===== src/rtl/tsc_pkg.sv =====
// Shared types and constants for the 16-bit TSC CPU: widths, fetch FSM states,
// PC/request-address mux selects and the primary opcode field encodings.
package tsc_pkg;

  localparam int WORD_SIZE = 16;
  localparam int TARGET_W  = 12;
  localparam int OPCODE_W  = 4;
  localparam int FUNC_W    = 6;

  typedef enum logic [1:0] {
    IDLE  = 2'd0,
    FETCH = 2'd1,
    DRAIN = 2'd2,
    HOLD  = 2'd3
  } fetch_state_e;

  typedef enum logic [1:0] {
    PC_KEEP = 2'd0,
    PC_TGT  = 2'd1,
    PC_NEXT = 2'd2
  } pc_sel_e;

  typedef enum logic [1:0] {
    REQ_KEEP = 2'd0,
    REQ_PC   = 2'd1,
    REQ_TGT  = 2'd2
  } req_sel_e;

  typedef enum logic [OPCODE_W-1:0] {
    OP_BNE = 4'd0,
    OP_BEQ = 4'd1,
    OP_BGZ = 4'd2,
    OP_BLZ = 4'd3,
    OP_ADI = 4'd4,
    OP_ORI = 4'd5,
    OP_LHI = 4'd6,
    OP_LWD = 4'd7,
    OP_SWD = 4'd8,
    OP_JMP = 4'd9,
    OP_JAL = 4'd10,
    OP_ALU = 4'd15
  } opcode_e;

  typedef enum logic [FUNC_W-1:0] {
    FN_ADD = 6'd0,
    FN_SUB = 6'd1,
    FN_AND = 6'd2,
    FN_ORR = 6'd3,
    FN_NOT = 6'd4,
    FN_TCP = 6'd5,
    FN_SHL = 6'd6,
    FN_SHR = 6'd7,
    FN_WWD = 6'd28,
    FN_JPR = 6'd25,
    FN_JRL = 6'd26,
    FN_HLT = 6'd29
  } alu_func_e;

  // Jumps stay inside the current 4K page: the upper nibble never changes.
  function automatic logic [WORD_SIZE-1:0] redirect_pc(
    input logic [WORD_SIZE-1:0] pc,
    input logic [TARGET_W-1:0]  target
  );
    return {pc[WORD_SIZE-1:TARGET_W], target};
  endfunction

  function automatic logic [OPCODE_W-1:0] inst_opcode(input logic [WORD_SIZE-1:0] inst);
    return inst[WORD_SIZE-1:WORD_SIZE-OPCODE_W];
  endfunction

  function automatic logic [TARGET_W-1:0] inst_target(input logic [WORD_SIZE-1:0] inst);
    return inst[TARGET_W-1:0];
  endfunction

endpackage


===== src/rtl/fetch_pc_reg.sv =====
// Program counter and outstanding-read address registers with their
// increment / redirect muxing; the fetch FSM picks the update each cycle.
module fetch_pc_reg
  import tsc_pkg::*;
#(
  parameter logic [WORD_SIZE-1:0] RESET_PC = '0
) (
  input  logic                 clk,
  input  logic                 reset,
  input  logic [1:0]           pc_sel_i,
  input  logic [1:0]           req_sel_i,
  input  logic [TARGET_W-1:0]  redirect_target_i,
  output logic [WORD_SIZE-1:0] req_addr_o
);

  logic [WORD_SIZE-1:0] pc_q, pc_d;
  logic [WORD_SIZE-1:0] req_q, req_d;
  logic [WORD_SIZE-1:0] tgt;

  assign tgt        = redirect_pc(pc_q, redirect_target_i);
  assign req_addr_o = req_q;

  always_comb begin
    pc_d = pc_q;
    case (pc_sel_e'(pc_sel_i))
      PC_TGT:  pc_d = tgt;
      PC_NEXT: pc_d = req_q + WORD_SIZE'(1);
      default: pc_d = pc_q;
    endcase
  end

  always_comb begin
    req_d = req_q;
    case (req_sel_e'(req_sel_i))
      REQ_PC:  req_d = pc_q;
      REQ_TGT: req_d = tgt;
      default: req_d = req_q;
    endcase
  end

  always_ff @(posedge clk) begin
    if (reset) begin
      pc_q  <= RESET_PC;
      req_q <= RESET_PC;
    end else begin
      pc_q  <= pc_d;
      req_q <= req_d;
    end
  end

endmodule


===== src/rtl/inst_fetch_unit.sv =====
// Fetch stage: drives the readM/inputReady memory handshake, holds one
// instruction for decode under valid/ready, and absorbs jump redirects.
module inst_fetch_unit
  import tsc_pkg::*;
#(
  parameter logic [WORD_SIZE-1:0] RESET_PC = '0
) (
  input  logic                 clk,
  input  logic                 reset,
  output logic                 readM,
  output logic [WORD_SIZE-1:0] address,
  input  logic [WORD_SIZE-1:0] data_in,
  input  logic                 inputReady,
  output logic [WORD_SIZE-1:0] inst,
  output logic                 inst_valid,
  input  logic                 inst_ready,
  output logic [WORD_SIZE-1:0] inst_pc,
  input  logic                 redirect,
  input  logic [TARGET_W-1:0]  redirect_target,
  output logic [WORD_SIZE-1:0] num_inst
);

  fetch_state_e         state_q;
  logic [WORD_SIZE-1:0] inst_q;
  logic [WORD_SIZE-1:0] inst_pc_q;
  logic [WORD_SIZE-1:0] num_inst_q;
  logic [WORD_SIZE-1:0] req_addr;
  logic [1:0]           pc_sel;
  logic [1:0]           req_sel;

  fetch_pc_reg #(
    .RESET_PC (RESET_PC)
  ) u_pc_reg (
    .clk               (clk),
    .reset             (reset),
    .pc_sel_i          (pc_sel),
    .req_sel_i         (req_sel),
    .redirect_target_i (redirect_target),
    .req_addr_o        (req_addr)
  );

  // A redirect that lands while a read is outstanding only moves pc; the
  // request address is left alone until the memory has answered.
  always_comb begin
    pc_sel  = PC_KEEP;
    req_sel = REQ_KEEP;
    unique case (state_q)
      IDLE: begin
        if (redirect) begin
          pc_sel  = PC_TGT;
          req_sel = REQ_TGT;
        end else begin
          req_sel = REQ_PC;
        end
      end
      FETCH: begin
        if (redirect) begin
          pc_sel = PC_TGT;
          if (inputReady) req_sel = REQ_TGT;
        end else if (inputReady) begin
          pc_sel = PC_NEXT;
        end
      end
      DRAIN: begin
        if (redirect) begin
          pc_sel = PC_TGT;
          if (inputReady) req_sel = REQ_TGT;
        end else if (inputReady) begin
          req_sel = REQ_PC;
        end
      end
      HOLD: begin
        if (redirect) begin
          pc_sel  = PC_TGT;
          req_sel = REQ_TGT;
        end else if (inst_ready) begin
          req_sel = REQ_PC;
        end
      end
    endcase
  end

  always_ff @(posedge clk) begin
    if (reset) begin
      state_q    <= IDLE;
      inst_q     <= '0;
      inst_pc_q  <= '0;
      num_inst_q <= '0;
    end else begin
      unique case (state_q)
        IDLE: state_q <= FETCH;
        FETCH: begin
          if (inputReady && !redirect) begin
            inst_q    <= data_in;
            inst_pc_q <= req_addr;
            state_q   <= HOLD;
          end else if (!inputReady && redirect) begin
            state_q <= DRAIN;
          end
        end
        DRAIN: begin
          if (inputReady) state_q <= FETCH;
        end
        HOLD: begin
          if (inst_ready) num_inst_q <= num_inst_q + WORD_SIZE'(1);
          if (inst_ready || redirect) state_q <= FETCH;
        end
      endcase
    end
  end

  assign readM      = (state_q == FETCH) || (state_q == DRAIN);
  assign address    = req_addr;
  assign inst_valid = (state_q == HOLD);
  assign inst       = inst_q;
  assign inst_pc    = inst_pc_q;
  assign num_inst   = num_inst_q;

endmodule


===== config.mk =====
export PLATFORM = sky130hd
export DESIGN_NAME = inst_fetch_unit
export DESIGN_NICKNAME = d
export VERILOG_FILES = /design/src/rtl/tsc_pkg.sv /design/src/rtl/fetch_pc_reg.sv /design/src/rtl/inst_fetch_unit.sv
export SDC_FILE = /design/constraint.sdc
export NUM_CORES = 1
export LEC_CHECK = 0
export ABC_CLOCK_PERIOD_IN_PS = 2660
export CORE_ASPECT_RATIO = 0.6
export CORE_MARGIN = 3
export CORE_UTILIZATION = 48
export DETAILED_ROUTE_END_ITERATION = 12
export HOLD_SLACK_MARGIN = 0.02
export MAX_ROUTING_LAYER = met4
export PLACE_DENSITY = 0.8
export SYNTH_ARGS = -nofsm -noshare
export SYNTH_HDL_FRONTEND = slang
export SYNTH_SLANG_ARGS = --single-unit
export TNS_END_PERCENT = 30

===== constraint.sdc =====
create_clock -name clk -period 2.66 [get_ports clk]
set_clock_uncertainty 0.2 [all_clocks]
set_input_delay 0.399 -clock clk [delete_from_list [all_inputs] [get_ports clk]]
set_output_delay 0.399 -clock clk [all_outputs]
set_load 0.005 [all_outputs]

; ---- After elaboration in Yosys (flattened, before gate mapping)
; Index checks and enable logic that the tools add are counted.
[word_totals]
regBits = 82
word_cells = 52
inputBits = 33
[classes]
n_reduce_logical = 14
add_sub_neg = 2
bitwise_logic = 1
n_mux = 18
n_eq_ne = 10
[ops]
columns = op, n
row1 = one-hot mux 16 bit (2 select lines), 2
row2 = adder 16 x 1 -> 16 bit (second input constant), 2
row3 = 2-to-1 mux 2 bit, 10
row4 = one-hot mux 2 bit (4 select lines), 2
row5 = == test 2 bit (second input constant), 4
row6 = == test 2 x 1 -> 1 bit (second input constant), 3
row7 = AND reduction 2 bit, 3
row8 = one-hot mux 2 bit (2 select lines), 1
row9 = nonzero test 2 bit, 2
row10 = 2-to-1 mux 1 bit, 3
row11 = inequality test 3 bit (second input constant), 1
row12 = AND reduction 3 bit, 1
row13 = OR reduction 3 bit, 1
row14 = logical AND 1 bit, 2
row15 = zero test 1 bit, 2
row16 = zero test 2 bit, 1
row17 = logical OR 1 bit, 2
row18 = inequality test 2 x 1 -> 1 bit (second input constant), 1
row19 = inequality test 2 bit (second input constant), 1
row20 = inverter 1 bit, 1

; ---- Depth between registers and ports, before layout
; Gate-level depths: netlist of the first run.
[depth]
depth_word = 6
mapped_depth = 11
ltp_nobuf = 9

; ---- By module
; A second synthesis of the first run with hierarchy kept.
[hier_totals]
hier_cells = 446
hier_area_um2 = 3773.6
[by_module_without_submodules]
columns = module, seq_area_each_um2, n_inst, area_per_inst_um2, cells_each
row1 = inst_fetch_unit, 1001.0, 1, 2068.2, 249
row2 = fetch_pc_reg, 640.6, 1, 1705.4, 197

; ---- Worst setup path after synthesis of the first run
; No wires, ideal clock.
[synth_path]
kind = flip-flop to flip-flop
start = register state_q[0]
end = register u_pc_reg.req_q[12] (netlist: u_pc_reg.req_addr_o[12])
stages_incl_launch_ff = 10
arrival_time_ps = 2089
path_buffers = 3
path_slack_ps = 244
synth_period_minus_slack_ps = 2416
t_required_ps = 2332
path_cell_list = dfxtp_1 > ha_1 > buf_2 > a21oi_1 > o22a_1 > ha_1 > clkbuf_1 > buf_1 > mux2i_1 > nor2_1
[synth_between]
elab_chain_cells = 4
word_cells_on_any_way = 8
[synth_lines]
columns = element, line
row1 = "start, declared", inst_fetch_unit.sv:23  ; fetch_state_e state_q;
row2 = "start signal, assigned", inst_fetch_unit.sv:85  ; state_q <= IDLE;
row3 = "start signal, assigned", inst_fetch_unit.sv:91  ; IDLE: state_q <= FETCH;
row4 = "start signal, assigned", inst_fetch_unit.sv:96  ; state_q <= HOLD;
row5 = == test 2 bit *, --
row6 = net inst_valid, inst_fetch_unit.sv:15  ; output logic inst_valid,
row7 = one-hot mux 2 bit (4 select lines) *, inst_fetch_unit.sv:47  ; unique case (state_q)
row8 = == test 2 x 1 -> 1 bit or == test 2 bit (tied branches), fetch_pc_reg.sv:34  ; case (req_sel_e'(req_sel_i))
row9 = nonzero test 2 bit (no line) *, --
row10 = "end signal, assigned", fetch_pc_reg.sv:47  ; req_q <= req_d;
row11 = "end, declared", fetch_pc_reg.sv:17  ; logic [WORD_SIZE-1:0] req_q, req_d;
; Mark *: on every way through the listed nets, which the timed path passes. The rest lies on a longest branch.
; A chain may end at the register's enable or synchronous reset.

; ---- Worst setup path after layout of the first run
[layout_path]
start = input redirect
end = register u_pc_reg.pc_q[6]
[layout_between]
elab_chain_cells = 4
word_cells_on_any_way = 7
[layout_lines]
columns = element, line
row1 = "start, declared", inst_fetch_unit.sv:18  ; input logic redirect,
row2 = 2-to-1 mux 1 bit or 2-to-1 mux 2 bit (tied branches), --
row3 = one-hot mux 2 bit (2 select lines) *, inst_fetch_unit.sv:47
row4 = == test 2 bit or == test 2 x 1 -> 1 bit (tied branches), fetch_pc_reg.sv:25  ; case (pc_sel_e'(pc_sel_i))
row5 = one-hot mux 16 bit (2 select lines) or nonzero test 2 bit (tied branches), --
row6 = "end signal, assigned", fetch_pc_reg.sv:46  ; pc_q <= pc_d;
row7 = "end, declared", fetch_pc_reg.sv:16  ; logic [WORD_SIZE-1:0] pc_q, pc_d;
; Mark *: on every way between the ends. The rest lies on a longest branch, timed or not. The select of a mux whose other input is x is not followed.

==> flow_summary.json, run 1 <==
{
  "status": "completed",
  "antenna_found_initial": 0,
  "critPathKind": "in2reg",
  "synthCells": 445,
  "final_common_cell": "clkdlybuf4s50_1",
  "postSynthNetCount": 489,
  "finalWirelength_um": 10300,
  "slew_headroom": 0.6330,
  "synthXorXnorAreaFrac": 0.04539,
  "cts_htree_levels": 3,
  "multi_input_area_mm2": 0.001897,
  "whs_ps": 253.0,
  "drtIter0Drc": 279,
  "crit_path_frequent_cell": "ha_1",
  "synth_mux_area_frac": 0.04096,
  "nNetsFinal": 590,
  "ios": 99,
  "cts_root_buf": "clkbuf_16",
  "via_count": 3586,
  "final_core_util": 0.7315,
  "cts_sinks": 82,
  "regArea_mm2": 0.001642,
  "leakage_nw": 1.811,
  "max_cap_viol_count": 0,
  "synth.cell_area_mm2": 0.003666,
  "clk_latency_ps": 330,
  "cp-end-kind": "flip-flop",
  "fin_area_mm2": 0.005136,
  "hold_viol": 0,
  "portBuffers": 98,
  "instances_no_fill": 649,
  "place_area_mm2": 0.004842,
  "cts_hold_buf": 0,
  "areaGrowthSynthToFinish_pct": 40.10,
  "arrival_ps": 2340,
  "ir_drop_uv": 483.5,
  "grt_start_max_net_pins": 33,
  "clkTransAtPathRegs_ps": 60,
  "n_antenna_cell": 0,
  "fillCellCount": 572,
  "grt_overflow": 0,
  "cts_tree": "done",
  "die-width_um": 118.8,
  "rows": 23,
  "start_util": 0.5221,
  "synth_compound_area_frac": 0.1573,
  "cp-start-kind": "input pin",
  "yosysWarnings": 0,
  "cpPeakStageDelay_ps": 510,
  "dr.pass1.iters": 5,
  "synth_area_per_cell_um2": 8.238,
  "viasPerCell": 5.525,
  "dpl.hpwl_um": 7262,
  "synth_fa_ha_area_frac": 0.03754,
  "p_per_area_mw_per_mm2": 633.1,
  "fin_ws_ps": 378.3,
  "cts_setup_buffers": 0,
  "power_mw": 3.252,
  "dp_slack_ps": 77.69,
  "drive_gt1_frac": 0.07468,
  "synth_top_family_by_area": "simple AND/OR/NAND/NOR gates",
  "cp.required_ps": 2720,
  "finalSetupViolCount": 0,
  "synth_edf_count": 0,
  "fin_tns_setup_ps": 0,
  "drc_errors": 0,
  "cp_top_family": "buffers and inverters",
  "die_y_um": 73.70,
  "final_max_slew_viol_count": 0,
  "tightest_slew_ps": 549.0,
  "ctsResizeCount": 0,
  "grt_pass1_wl_um": 16840,
  "cp_slowest_cell": "clkdlybuf4s50_1",
  "layout_common_cells": "clkdlybuf4s50_1, dfxtp_1, nand2_1, a21oi_1, nor2_1",
  "cts_buffers": 9,
  "grt_usage": 0.2506,
  "final_antenna_net_count": 0,
  "synth.distinct_cells": 43,
  "ys_async_sr_fraction": 0,
  "timing.final.crit_share": 0.8578,
  "placed_cells": 635,
  "grt_pass1_vias": 3438,
  "synth_flop_cell": "dfxtp_1",
  "hold_class": "reg2reg",
  "cp.buffers_inverters": 2,
  "cp_cell_sequence": "clkdlybuf4s50_1, inv_1, ha_1, and2_1, ha_1, nor2_1, a22oi_1, a21oi_1",
  "ys_seq_area_frac": 0.4478,
  "max_freq_mhz": 438.3,
  "ys_ff_latch": 82,
  "fp.dieArea_mm2": 0.008757,
  "cts_buffer_depth": 2,
  "gp_congestion": 0.9175,
  "min_period_ps": 2282,
  "critPathMaxFanout": 5,
  "synthSimpleGateAreaFrac": 0.2362,
  "coreArea_mm2": 0.007022,
  "wl_per_cell_um": 15.87,
  "rsz0062_at_grt": "no"
}
-- power by group --
group | leakage (nW) | internal [mW] | switching (mW)
clock network | 0.141 | 0.768 | 0.462
logic | 1.01 | 0.324 | 0.307
registers | 0.666 | 1.30 | 0.0907
total | 1.81 | 2.39 | 0.860
-- sequential cells by signal, indices dropped and copies added, names as in the netlist --
signal / count
inst: 16
inst_pc: 16
num_inst: 16
u_pc_reg.pc_q: 16
u_pc_reg.req_addr_o: 16
state_q: 2
-- cell type report --
class / count / area share
Clock inverter: 2 / 0.007308
Sequential cell: 82 / 0.3196
Tap cell: 100 / 0.02436
Inverter: 6 / 0.004385
Multi-Input combinational cell: 330 / 0.3693
Clock buffer: 12 / 0.04994
Timing Repair Buffer: 117 / 0.2251
-- worst reg2reg max path: stages (launching register included) --
cell and delay, ps:
dfxtp_1 390, ha_1 380, a21oi_1 130, o22a_1 190
ha_1 330, buf_12 180, a211oi_1 260, a211oi_1 80
-- kinds of logic after synthesis --
| kind of cell | Yosys count |
|---|---|
| xor gates and xnor gates | 19 |
| buffers and inverters | 33 |
| adders and majority gates | 11 |
| and+or+nand+nor | 187 |
| DFF | 82 |
| muxes | 15 |
| AOI/OAI and AO/OA | 98 |
-- metal layers --
| layer | global-route usage | vias to the layer above | share of wire |
|---|---|---|---|
| li1 | - | 1747 | - |
| met1 | 0.3352 | 1704 | 0.49 |
| met2 | 0.3553 | 128 | 0.43 |
| met3 | 0.08077 | 7 | 0.074 |
| met4 | 0.09114 | 0 | 0.0088 |
| met5 | - | - | 0 |
-- synth_stat cells, drive strengths merged, types with 3 or more instances --
master,instances,share of area
nor2,52,0.053
xor2,9,0.022
inv,6,0.0061
buf,4,0.0051
nor4,8,0.015
a21oi,60,0.082
nand2,78,0.080
o21ai,8,0.011
xnor2,10,0.024
nor2b,5,0.0085
nand2b,5,0.0085
or3,3,0.0055
nand4,8,0.017
dfxtp,82,0.45
mux2i,15,0.041
a211oi,12,0.025
ha,11,0.038
and4,4,0.0099
a22oi,5,0.010
nor3,5,0.0068
nand3,12,0.018
clkbuf,23,0.024
-- worst paths after layout --
kind,depth (start not counted),startpoint,to,slack [ps]
worst min-delay path,2,inst[4],inst[4],250
worst max register to register,7,state_q[1],u_pc_reg.req_addr_o[11],390
worst max-delay path,8,redirect,u_pc_reg.pc_q[6],380
worst min register to register,2,inst[4],inst[4],250
Note: power is estimated with default switching activity, not from simulation.
==> run 2: changes to the inputs <==
CAP_MARGIN = 30   (was default)
==> results of run 2 <==
Same layout as run 1: the final DEF is identical, and so are final timing and power.
==> run 3: changes to the inputs <==
CORE_UTILIZATION = 50   (was 48)
CTS_BUF_LIST = sky130_fd_sc_hd__clkbuf_8   (was default)
PLACE_DENSITY = 0.9   (was 0.8)
==> run 3 against run 2 <==
Against the previous run: cell count shrank 2.3%; core utilization shrank 0.089 points; flip-flop and latch count is the same; global-route usage grew 1.3 points; total power shrank 4.6%; sequential share of layout area grew 0.71 points; non-clock buffer count shrank 4; largest cell class unchanged; largest power group unchanged.
==> flow_summary.json, run 3 (synthesized netlist as in run 1, its figures left out) <==
{
  "final_common_cell": "clkdlybuf4s50_1",
  "instances_no_fill": 634,
  "grt_overflow": 0,
  "finalSetupViolCount": 0,
  "timing.final.crit_share": 0.8823,
  "final_core_util": 0.7306,
  "critPathMaxFanout": 10,
  "r2r-start": "state_q[0]",
  "drive_gt1_frac": 0.07313,
  "hold_class": "reg2reg",
  "worstSetupEndpoint": "inst_valid",
  "cts_root_buf": "clkbuf_8",
  "place_area_mm2": 0.004783,
  "via_count": 3601,
  "rows": 23,
  "gp_congestion": 0.8605,
  "clkTransAtPathRegs_ps": 80,
  "ctsResizeCount": 0,
  "placed_cells": 618,
  "fin_ws_ps": 313.2,
  "portBuffers": 98,
  "reg2regPathDepth": 5,
  "clkPwrFrac": 0.348,
  "coreArea_mm2": 0.006878,
  "status": "completed",
  "cp-end-kind": "output port",
  "final_antenna_net_count": 0,
  "cts_buffers": 9,
  "p_per_area_mw_per_mm2": 617.1,
  "die-width_um": 116.5,
  "pwr-share-comb": 0.202,
  "layout_common_cells": "clkdlybuf4s50_1, dfxtp_1, nand2_1, a21oi_1, nor2_1",
  "ios": 99,
  "n_antenna_cell": 0,
  "max_cap_viol_count": 0,
  "max_freq_mhz": 426.1,
  "rsz0062_at_grt": "no",
  "viasPerCell": 5.680,
  "cp.required_ps": 2060,
  "finalWirelength_um": 10390,
  "min_period_ps": 2347,
  "fin_area_mm2": 0.005025,
  "crit_start": "state_q[0]",
  "grt_pass1_vias": 3449,
  "critPathKind": "reg2out",
  "die_y_um": 72.33,
  "dpl.hpwl_um": 7153,
  "cts_tree": "done",
  "tightest_slew_ps": 702.4,
  "nNetsFinal": 586,
  "grt_start_max_net_pins": 37,
  "drtIter0Drc": 329,
  "cts_hold_buf": 0,
  "start_util": 0.5330,
  "dr.pass1.iters": 5,
  "cts_setup_buffers": 0,
  "clk_latency_ps": 370,
  "rrSetupSlack_ps": 330,
  "r2r-end": "num_inst[15]",
  "grt_usage": 0.2635,
  "cp-start-kind": "flip-flop",
  "intPower_mw": 2.237,
  "cts_htree_levels": 3,
  "arrival_ps": 1750,
  "grt_pass1_wl_um": 16770,
  "fin_tns_setup_ps": 0,
  "p_sw_uw": 863.8,
  "pwr-share-seq": 0.450,
  "fp.dieArea_mm2": 0.008429,
  "cts_sinks": 82,
  "ir_drop_uv": 374.4,
  "final_max_slew_viol_count": 0,
  "p_sw_frac": 0.2786,
  "hold_viol": 0,
  "antenna_found_initial": 0,
  "cts_buffer_depth": 2,
  "drc_errors": 0,
  "slew_headroom": 0.5317,
  "dp_slack_ps": 44.78,
  "wl_per_cell_um": 16.39,
  "areaGrowthSynthToFinish_pct": 37.06,
  "leakage_nw": 1.754
}
==> run 3: changes by cell type in the layout (fill, tap and decap cells not counted), sizes merged <==
cell      delta
clkinv       +1
bufinv       +2
clkinvlp     +2
buf          -4
clkbuf       -3
==> run 3: area by class of cell <==
type	instances	area, um^2
repair buffers	113	1114
multi-input cells	330	1897
fillers	494	1853
clock inverters	7	117.6
well taps	87	108.9
clock buffers	9	123.9
inverters	6	22.52
flip-flops and latches	82	1642
==> run 3: worst min-delay path by stage <==
stage	startpoint	endpoint	slack, ps	depth (start not counted)
2_1_floorplan	u_pc_reg.pc_q[4]	u_pc_reg.pc_q[4]	240	2
3_3_place_gp	inst_pc[10]	inst_pc[10]	240	2
3_5_place_dp	inst[15]	inst[15]	250	2
4_1_cts	inst[6]	inst[6]	260	2
5_1_grt	inst[15]	inst[15]	280	2
6_report	inst[6]	inst[6]	260	2
==> run 3: through the flow <==
stage | power (mW) | hold WS, ps
6_report | 3.101 | 255.3
5_1_grt | 3.233 | 276.7
4_1_cts | 3.113 | 258.5
3_5_place_dp | 2.033 | 248.3
3_3_place_gp | 2.008 | 241.1
2_1_floorplan | 1.725 | 236.3
==> run 3: routing by layer <==
layer / vias to the layer above / GRT usage / wire (um)
met5: - / - / 0
met4: 0 / 0.08779 / 166
met2: 162 / 0.3935 / 4572
met3: 15 / 0.07000 / 855
met1: 1696 / 0.3487 / 4799
li1: 1728 / - / -
==> run 3: power groups by stage <==
stage	combinational, mW	sequential (mW)	clock (mW)
floorplan	0.330	1.40	0
global placement	0.592	1.42	0
detailed placement	0.615	1.42	0
CTS	0.621	1.39	1.10
global route	0.675	1.40	1.15
finish	0.627	1.39	1.08
==> run 3: worst max-delay path: stages, from the launching register on <==
cell             delay (ps)
dfxtp_1                 390
ha_1                    420
clkdlybuf4s50_1         580
==> edit: new RTL, flow settings as in run 3 <==
The 4 states of `fetch_state_e` get a Gray code encoding in 2 bits.
--- a/src/rtl/tsc_pkg.sv
+++ b/src/rtl/tsc_pkg.sv
@@ -8,10 +8,10 @@
   localparam int FUNC_W    = 6;
 
   typedef enum logic [1:0] {
-    IDLE  = 2'd0,
-    FETCH = 2'd1,
-    DRAIN = 2'd2,
-    HOLD  = 2'd3
+    IDLE  = 2'b00,
+    FETCH = 2'b01,
+    DRAIN = 2'b11,
+    HOLD  = 2'b10
   } fetch_state_e;
 
   typedef enum logic [1:0] {
Formal check against the unedited RTL: no difference found for any inputs over 10 cycles, from zero or initial values and one cycle with reset high; not proved beyond that.
==> edit against run 3 <==
Sequential cell count unchanged; total power decreased by 18%; count of clock-buffer cells in the layout increased by 3; die area increased by 0.58%; combinational power decreased by 40%; setup slack got worse by 0.042 ns; utilization decreased by 0.99 points; design area decreased by 0.95%; area after synthesis increased by 0.61%; routed wire length decreased by 2.5%.
==> edit: results (changes against run 3) <==
** Critical path
- The maximum fanout encountered on the critical timing path came to 5 (was 10).
- The largest incremental delay on the critical path was 0.52 ns (was 0.58 ns).
- Count of cells along the worst register-to-register path :: 7 (was 5)
- Endpoint arrival time on the critical path :: 2.43 ns (was 1.75 ns)

** Hold path
- The startpoint of the most critical hold path was inst[4]$_SDFFE_PP0P_ (was inst[6]$_SDFFE_PP0P_).
- The endpoint with the worst hold slack is inst[4]$_SDFFE_PP0P_ (was inst[6]$_SDFFE_PP0P_).

** Yosys
- Main area contributors after synthesis: dfxtp_1 45%, nand2_1 7.5%, a21oi_1 7.3% (was dfxtp_1 45%, a21oi_1 8.2%, nand2_1 8.0%).
- The area share of xor/xnor cells in the synthesized design is 0.0451 (was 0.0454).
- The mux contribution to synthesized area was 0.0472 (was 0.0410).
- Adder and majority gate portion of the synthesized area :: 0.0204 (was 0.0375)
- The count of cell types in the netlist is 47 (was 43).

** Power
- Net switching share of the total power :: 0.264 (was 0.279)
- Sequential group share of total power :: 0.523 (was 0.450)
- The clock-net power is 0.840 mW (was 1.08 mW).
- Design internal power :: 1.88 mW (was 2.24 mW)

** Timing
- Worst Hold Margin :: 0.255 ns (about the same)

** Global routing
- Maximum number of pins on one net before global-route repair :: 34 (was 37)
- The number of global-route vias before repair was 3374 (was 3449).

** Floorplanning
- Core Footprint :: 6910 µm² (was 6880 µm²)

** Routing
- The mean routed wirelength per cell came to 16.3 µm (was 16.4 µm).
- The number of vias per cell came to 5.63 (was 5.68).

** Layout
- The layout filler cell count was 528 (was 494).

** Place
- The last weighted congestion value of the routability-driven placer came to 0.840 (was 0.861).
- Post-Place Worst Slack :: -0.106 ns (was 0.0448 ns)

** Run status
- Run status :: finished clean (unchanged)
-- edit: logic make-up (layout without fill, tap and decap cells) --
kind of cell               Yosys count  after routing
buffers and inverters               37            139
xor gates and xnor gates            19             19
DFF                                 82             82
muxes                               17             17
AOI/OAI and AO/OA                   92             92
adders and majority gates            6              6
and+or+nand+nor                    180            180
-- edit: routing by layer --
metal | track usage | part of all wire | vias up
met5 | - | 0 | -
met4 | 0.0534 | 0.011 | 0
met3 | 0.0858 | 0.082 | 12
met2 | 0.384 | 0.45 | 139
met1 | 0.328 | 0.45 | 1669
li1 | - | - | 1682
-- edit: cell type report --
cell class | instances | area (µm²) | share of cell area
inverter | 7 | 26.3 | 0.00528
timing repair buffer | 116 | 1140 | 0.228
multi-input combinational | 314 | 1880 | 0.378
clock buffer | 12 | 165 | 0.0332
clock inverter | 4 | 17.5 | 0.00352
tap | 87 | 109 | 0.0219
sequential | 82 | 1640 | 0.330
-- edit: how the worst max path moves through the flow --
stage                     slack [ns]                            end  depth (start not counted)        from
after floorplan                 0.05  u_pc_reg.pc_q[2]$_SDFFE_PP0P_                         14    redirect
after global placement          0.03  u_pc_reg.pc_q[4]$_SDFFE_PP0P_                          9  inputReady
after detailed placement       -0.11  u_pc_reg.pc_q[4]$_SDFFE_PP0P_                          9  inputReady
after CTS                       0.27  u_pc_reg.pc_q[4]$_SDFFE_PP0P_                          9  inputReady
after global routing            0.15  u_pc_reg.pc_q[4]$_SDFFE_PP0P_                         10  inputReady
final                           0.27  u_pc_reg.pc_q[4]$_SDFFE_PP0P_                          9  inputReady
-- edit: critical path: cells and delay by family --
family,cells,cell delay (ns)
buffers and inverters,3,0.77
AOI/OAI and AO/OA,1,0.38
and+or+nand+nor,3,0.42
adders and majority gates,2,0.45
